$ cat src/rtl/axi4_wr_burst_scheduler.sv
// Splits one long AXI4 write transfer into {id, addr, len} burst descriptors that
// never cross a 4 KB page, throttled by the number of bursts awaiting a B response.
module axi4_wr_burst_scheduler #(
  parameter int ASIZE           = 32,
  parameter int LSIZE           = 8,
  parameter int IDSIZE          = 4,
  parameter int BYTES_PER_BEAT  = 8,
  parameter int MAX_OUTSTANDING = 4
) (
  input  logic              clock,
  input  logic              rst,
  input  logic              req_valid,
  output logic              req_ready,
  input  logic [ASIZE-1:0]  req_addr,
  input  logic [31:0]       req_beats,
  input  logic [LSIZE:0]    req_max_len,
  output logic              desc_valid,
  input  logic              desc_ready,
  output logic [IDSIZE-1:0] desc_id,
  output logic [ASIZE-1:0]  desc_addr,
  output logic [LSIZE-1:0]  desc_len,
  input  logic              b_valid,
  output logic              b_ready,
  input  logic [1:0]        b_resp,
  output logic [3:0]        outstanding,
  output logic              busy,
  output logic              done,
  output logic              err
);

  localparam int LW         = LSIZE + 1;
  localparam int BEAT_SHIFT = $clog2(BYTES_PER_BEAT);
  localparam logic [LW-1:0] MAX_LEN_CAP = {1'b1, {LSIZE{1'b0}}};
  localparam logic [3:0]    MAX_OUT     = 4'(MAX_OUTSTANDING);

  typedef enum logic [1:0] {S_IDLE, S_CALC, S_ISSUE, S_WAIT_RESP} state_t;

  state_t            r_state, w_next_state;
  logic [ASIZE-1:0]  r_addr;
  logic [31:0]       r_remaining;
  logic [LW-1:0]     r_max_len;
  logic [LW-1:0]     r_burst;
  logic [IDSIZE-1:0] r_id;
  logic [ASIZE-1:0]  r_desc_addr;
  logic [LSIZE-1:0]  r_desc_len;
  logic [3:0]        r_outstanding;
  logic              r_done;
  logic              r_err;

  logic              w_accept, w_issue, w_b_dec, w_can_issue;
  logic [3:0]        w_out_after_b;
  logic [LW-1:0]     w_max_len, w_burst;
  logic [12:0]       w_room;
  logic [32:0]       w_rem_x, w_max_x, w_room_x;
  logic [ASIZE-1:0]  w_step;

  assign w_accept      = req_valid && (r_state == S_IDLE);
  assign w_issue       = (r_state == S_ISSUE) && desc_ready;
  assign w_b_dec       = b_valid && (r_outstanding != 4'd0);
  // A response landing this cycle already frees its slot for the issue decision.
  assign w_out_after_b = r_outstanding - {3'b000, w_b_dec};
  assign w_can_issue   = w_out_after_b < MAX_OUT;
  assign w_step        = ASIZE'(r_burst) << BEAT_SHIFT;

  // Beats left before the next 4 KB page boundary.
  assign w_room   = (13'd4096 - {1'b0, r_addr[11:0]}) >> BEAT_SHIFT;
  assign w_rem_x  = {1'b0, r_remaining};
  assign w_max_x  = 33'(r_max_len);
  assign w_room_x = 33'(w_room);

  // NOTE: every signal written in an always_comb gets a default first, so no path leaves it unassigned and infers a latch.
  always_comb begin
    w_max_len = req_max_len;
    if (req_max_len == '0)              w_max_len = LW'(1);
    else if (req_max_len > MAX_LEN_CAP) w_max_len = MAX_LEN_CAP;
  end

  always_comb begin
    w_burst = r_max_len;
    if (w_rem_x <= w_max_x && w_rem_x <= w_room_x) w_burst = LW'(r_remaining);
    else if (w_room_x < w_max_x)                   w_burst = LW'(w_room);
  end

  always_comb begin
    w_next_state = r_state;
    case (r_state)
      S_IDLE:      if (w_accept && req_beats != 32'd0) w_next_state = S_CALC;
      S_CALC:      if (w_can_issue) w_next_state = S_ISSUE;
      S_ISSUE:     if (w_issue) w_next_state = (r_remaining == 32'(r_burst)) ? S_WAIT_RESP : S_CALC;
      S_WAIT_RESP: if (r_outstanding == 4'd0) w_next_state = S_IDLE;
      default:     w_next_state = S_IDLE;
    endcase
  end

  // NOTE: sequential state uses non-blocking assignments so every register samples pre-edge values.
  always_ff @(posedge clock) begin
    if (rst) begin
      r_state       <= S_IDLE;
      r_addr        <= '0;
      r_remaining   <= '0;
      r_max_len     <= '0;
      r_burst       <= '0;
      r_id          <= '0;
      r_desc_addr   <= '0;
      r_desc_len    <= '0;
      r_outstanding <= '0;
      r_done        <= 1'b0;
      r_err         <= 1'b0;
    end else begin
      r_state <= w_next_state;
      r_done  <= (w_accept && req_beats == 32'd0) ||
                 (r_state == S_WAIT_RESP && r_outstanding == 4'd0);

      if (w_accept) begin
        r_addr      <= req_addr;
        r_remaining <= req_beats;
        r_max_len   <= w_max_len;
      end

      if (r_state == S_CALC && w_can_issue) begin
        r_desc_addr <= r_addr;
        r_desc_len  <= LSIZE'(w_burst - 1'b1);
        r_burst     <= w_burst;
      end

      if (w_issue) begin
        r_addr      <= r_addr + w_step;
        r_remaining <= r_remaining - 32'(r_burst);
        r_id        <= r_id + 1'b1;
      end

      case ({w_issue, w_b_dec})
        2'b10:   r_outstanding <= r_outstanding + 4'd1;
        2'b01:   r_outstanding <= r_outstanding - 4'd1;
        default: r_outstanding <= r_outstanding;
      endcase

      // A response error in the accept cycle still counts against the new transfer.
      if (w_accept) r_err <= 1'b0;
      if (b_valid && (b_resp != 2'b00 || r_outstanding == 4'd0)) r_err <= 1'b1;
    end
  end

  assign req_ready   = (r_state == S_IDLE);
  assign desc_valid  = (r_state == S_ISSUE);
  assign desc_id     = r_id;
  assign desc_addr   = r_desc_addr;
  assign desc_len    = r_desc_len;
  assign b_ready     = 1'b1;
  assign outstanding = r_outstanding;
  assign busy        = (r_state != S_IDLE);
  assign done        = r_done;
  assign err         = r_err;

endmodule

$ cat config.mk
export PLATFORM = sky130hd
export DESIGN_NAME = axi4_wr_burst_scheduler
export DESIGN_NICKNAME = d
export VERILOG_FILES = /design/src/rtl/axi4_wr_burst_scheduler.sv
export SDC_FILE = /design/constraint.sdc
export NUM_CORES = 1
export LEC_CHECK = 0
export ABC_CLOCK_PERIOD_IN_PS = 11400
export CAP_MARGIN = 20
export CORE_ASPECT_RATIO = 2
export CORE_MARGIN = 2
export CORE_UTILIZATION = 30
export DETAILED_ROUTE_END_ITERATION = 7
export GPL_ROUTABILITY_DRIVEN = 0
export MAX_ROUTING_LAYER = met4
export PLACE_DENSITY = 0.56
export SETUP_SLACK_MARGIN = 0.05
export SYNTH_ARGS = -nofsm -noshare
export SYNTH_HDL_FRONTEND = slang
export SYNTH_SLANG_ARGS = --single-unit
$ cat constraint.sdc
create_clock -name clock -period 11.4 [get_ports clock]
set_input_delay 1.14 -clock clock [delete_from_list [all_inputs] [get_ports clock]]
set_output_delay 1.14 -clock clock [all_outputs]
set_load 0.02 [all_outputs]
==> results.ini <==
[cells_and_area]
multi_input_area_um2=5190
nets=1285
area_delta_synth_final_pct=26.7
antennaDiodeCount=0
fill_cells=2905
final_design_area_no_fill_um2=10500
drive_above_1_share=0.0651
seq_area_um2=2680

[grt]
grt_pass1_vias=8007
overflow=0
grt_max_degree=78
antenna_found_initial=0
grt_use_total=0.195
grt_pass1_wl_um=43000

[timing]
rsz0062_at_grt=false
fin_tns_setup_ps=0
finClkSkew_ps=9.24
fin_crit_ps=5330
max_clock_freq_ghz=0.187
hold_viol=0
period_share=0.468
slew_headroom=0.312
final_max_slew_viol_count=0
setup_violations=0
worstMarginPinSlew_ps=1020

[worst_setup_path]
cp.arrival_ps=5650
cp-end-kind=flip-flop
r2r-end=desc_len[4]$_SDFFE_PP0P_
criticalPathCategory=reg2reg
r2r_cells=19
rrSetupSlack_ps=6070
rr_startpoint=r_addr[2]$_SDFFE_PP0P_
worstPathRequired_ps=11710
crit_fanout=8
start_kind=flip-flop

[place]
place_hpwl_um=19700
port_buffers=132
post_dp_cell_area_um2=9880

[yosys]
synth_cells=1052
synth_edf_count=0
synth_area_per_cell_um2=7.87
netlist_area_um2=8280
ys_ff_latch=134
synth_warnings=0
synth-seq-area-share=0.324
syn-num-nets=1183
synth_flop_cell=dfxtp_1
synth-async-reset-ratio=0
yosys.cell_types.count=83

[run]
cap_violations=0

[die]
die_h_um=239
dieArea_um2=29000
start_util=0.303
die_w_um=121
pin_count=134
fp-row-count=86
core_um2=27300

[detailed_routing]
routedWlPerCell_um=17.8
drtIter0Drc=594
ant_nets=0
drt_pass1_iterations=5
wl_um=27100
vias_per_cell=5.50
drc=0
vias=8353

[worst_hold_path]
worstHoldPathCells=2
hold_end=desc_addr[25]$_SDFFE_PP0P_
min_path_type=reg2reg
hp-start=desc_addr[25]$_SDFFE_PP0P_

[pwr]
max-vdd-ir-drop_mv=0.173
total_power_mw=2.49
cellLeakagePower_nw=3.77
powerDensity_nw_per_um2=237

[clocking]
ctsResizeCount=0
clock_path_buffers=2
path_clk_slew_ps=60
cts_root_buffer=clkbuf_16
cts_buffers=17
cts_setup_buffers=0
worstSkewPairLatency_ps=440
tritoncts=built
ctsHoldBuffers=0
clock_sinks=134
htree_levels=4

[run_status]
status=completed

[registers in the layout, indices dropped and copies added (netlist names)]
name         count
done             1
r_state          2
desc_len         8
r_burst          9
err              1
outstanding      4
desc_id          4
r_addr          32
r_max_len        9
r_remaining     32
desc_addr       32
[how the worst max path moves through the flow]
stage	end	slack, ps	startpoint	cells past startpoint
after floorplan	desc_len[4]$_SDFFE_PP0P_	6780	r_addr[2]$_SDFFE_PP0P_	21
after global placement	desc_len[4]$_SDFFE_PP0P_	6480	r_addr[2]$_SDFFE_PP0P_	18
after detailed placement	desc_len[4]$_SDFFE_PP0P_	6280	r_addr[2]$_SDFFE_PP0P_	18
after CTS	desc_len[4]$_SDFFE_PP0P_	6260	r_addr[2]$_SDFFE_PP0P_	19
after global routing	desc_len[4]$_SDFFE_PP0P_	5710	r_addr[2]$_SDFFE_PP0P_	19
final	desc_len[4]$_SDFFE_PP0P_	6070	r_addr[2]$_SDFFE_PP0P_	19
[critical path, cell delays in order (launching register included)]
cell	delay, ps
dfxtp_1	350
nor4_1	890
nand2_1	330
xor2_1	500
inv_1	90
ha_1	330
nand2_1	100
a2111oi_0	70
mux2i_1	200
o2111ai_1	180
a311oi_2	420
nand2_1	290
a21oi_1	290
ha_1	280
inv_1	90
or3_1	340
xor2_1	140
nor3_1	60
a21oi_1	160
o21ai_0	100
[layout by cell type (no fill, tap or decap), types with 16 or more instances in the layout]
cell type and n:
a21oi_1 108, a22oi_1 21, a31oi_1 29, clkbuf_16 17
clkdlybuf4s50_1 131, dfxtp_1 134, ha_1 48, inv_1 44
nand2_1 146, nand3_1 33, nor2_1 70, nor3_1 24
nor4_1 16, o211ai_1 16, o21ai_0 42, or3_1 20
xnor2_1 17
[metrics by stage]
| stage | setup slack [ps] | instances | util | hold slack, ps |
|---|---|---|---|---|
| after floorplan | 6780 | 1052 | - | 436 |
| after global placement | 6480 | 1486 | 0.361 | 442 |
| after detailed placement | 6280 | 1487 | 0.361 | 446 |
| after CTS | 6260 | 1519 | 0.384 | 454 |
| after global routing | 5710 | 1519 | 0.384 | 469 |
| final | 6070 | 1519 | 0.384 | 450 |
[where the power goes]
part	leakage [nW]	switching (mW)	internal, mW
Clock	0.290	0.219	0.356
Combinational	2.39	0.767	0.488
Sequential	1.09	0.105	0.553
Total	3.77	1.09	1.40
[Yosys cell counts (5+ instances only)]
library cell / number / area share
a32oi_1: 6 / 0.0063
o21a_1: 5 / 0.0045
nor3_1: 24 / 0.015
a21oi_1: 108 / 0.065
a21o_1: 6 / 0.0054
nand2_1: 147 / 0.067
inv_1: 44 / 0.020
nor2_1: 71 / 0.032
nor4_1: 16 / 0.012
and3_1: 14 / 0.011
or2_2: 6 / 0.0045
xnor2_1: 17 / 0.018
nand4_1: 9 / 0.0068
a32o_1: 6 / 0.0073
a211oi_1: 14 / 0.013
mux2i_1: 7 / 0.0085
and2_1: 8 / 0.0060
o21ai_0: 42 / 0.025
dfxtp_1: 134 / 0.32
xor2_1: 10 / 0.011
nand2b_1: 6 / 0.0045
or4_1: 10 / 0.0091
a31oi_1: 29 / 0.022
nand3b_1: 9 / 0.0082
nand3_1: 33 / 0.020
o311ai_0: 7 / 0.0074
ha_1: 48 / 0.073
clkbuf_1: 51 / 0.023
a221oi_1: 9 / 0.0095
or3_1: 20 / 0.015
nor2b_1: 14 / 0.011
o211ai_1: 16 / 0.015
a22oi_1: 21 / 0.019
[logic make-up (layout without fill, tap and decap cells)]
| group | Yosys count | after routing | share of synthesized area |
|---|---|---|---|
| AO/OA/AOI/OAI | 318 | 318 | 0.258 |
| XOR/XNOR | 28 | 28 | 0.0314 |
| adder cells (fa/ha/maj) | 51 | 51 | 0.0798 |
| buffers and inverters | 103 | 218 | 0.0493 |
| flip-flops | 134 | 134 | 0.324 |
| multiplexers | 7 | 7 | 0.00846 |
| other | 1 | 1 | 0.000453 |
| AND/OR/NAND/NOR | 410 | 410 | 0.248 |
[area by class of cell]
class	instances	share of cell area
Multi-Input combinational cell	815	0.495
Sequential cell	134	0.256
Timing Repair Buffer	141	0.133
Clock buffer	21	0.0439
Tap cell	352	0.0420
Inverter	45	0.0161
Clock inverter	11	0.0142
[metal layers]
layer  track usage  share of wire
met5             -              0
met4        0.0759          0.033
met3        0.0394          0.062
met2         0.302           0.46
met1         0.248           0.44
No activity file was read; power rests on OpenSTA's default activity.
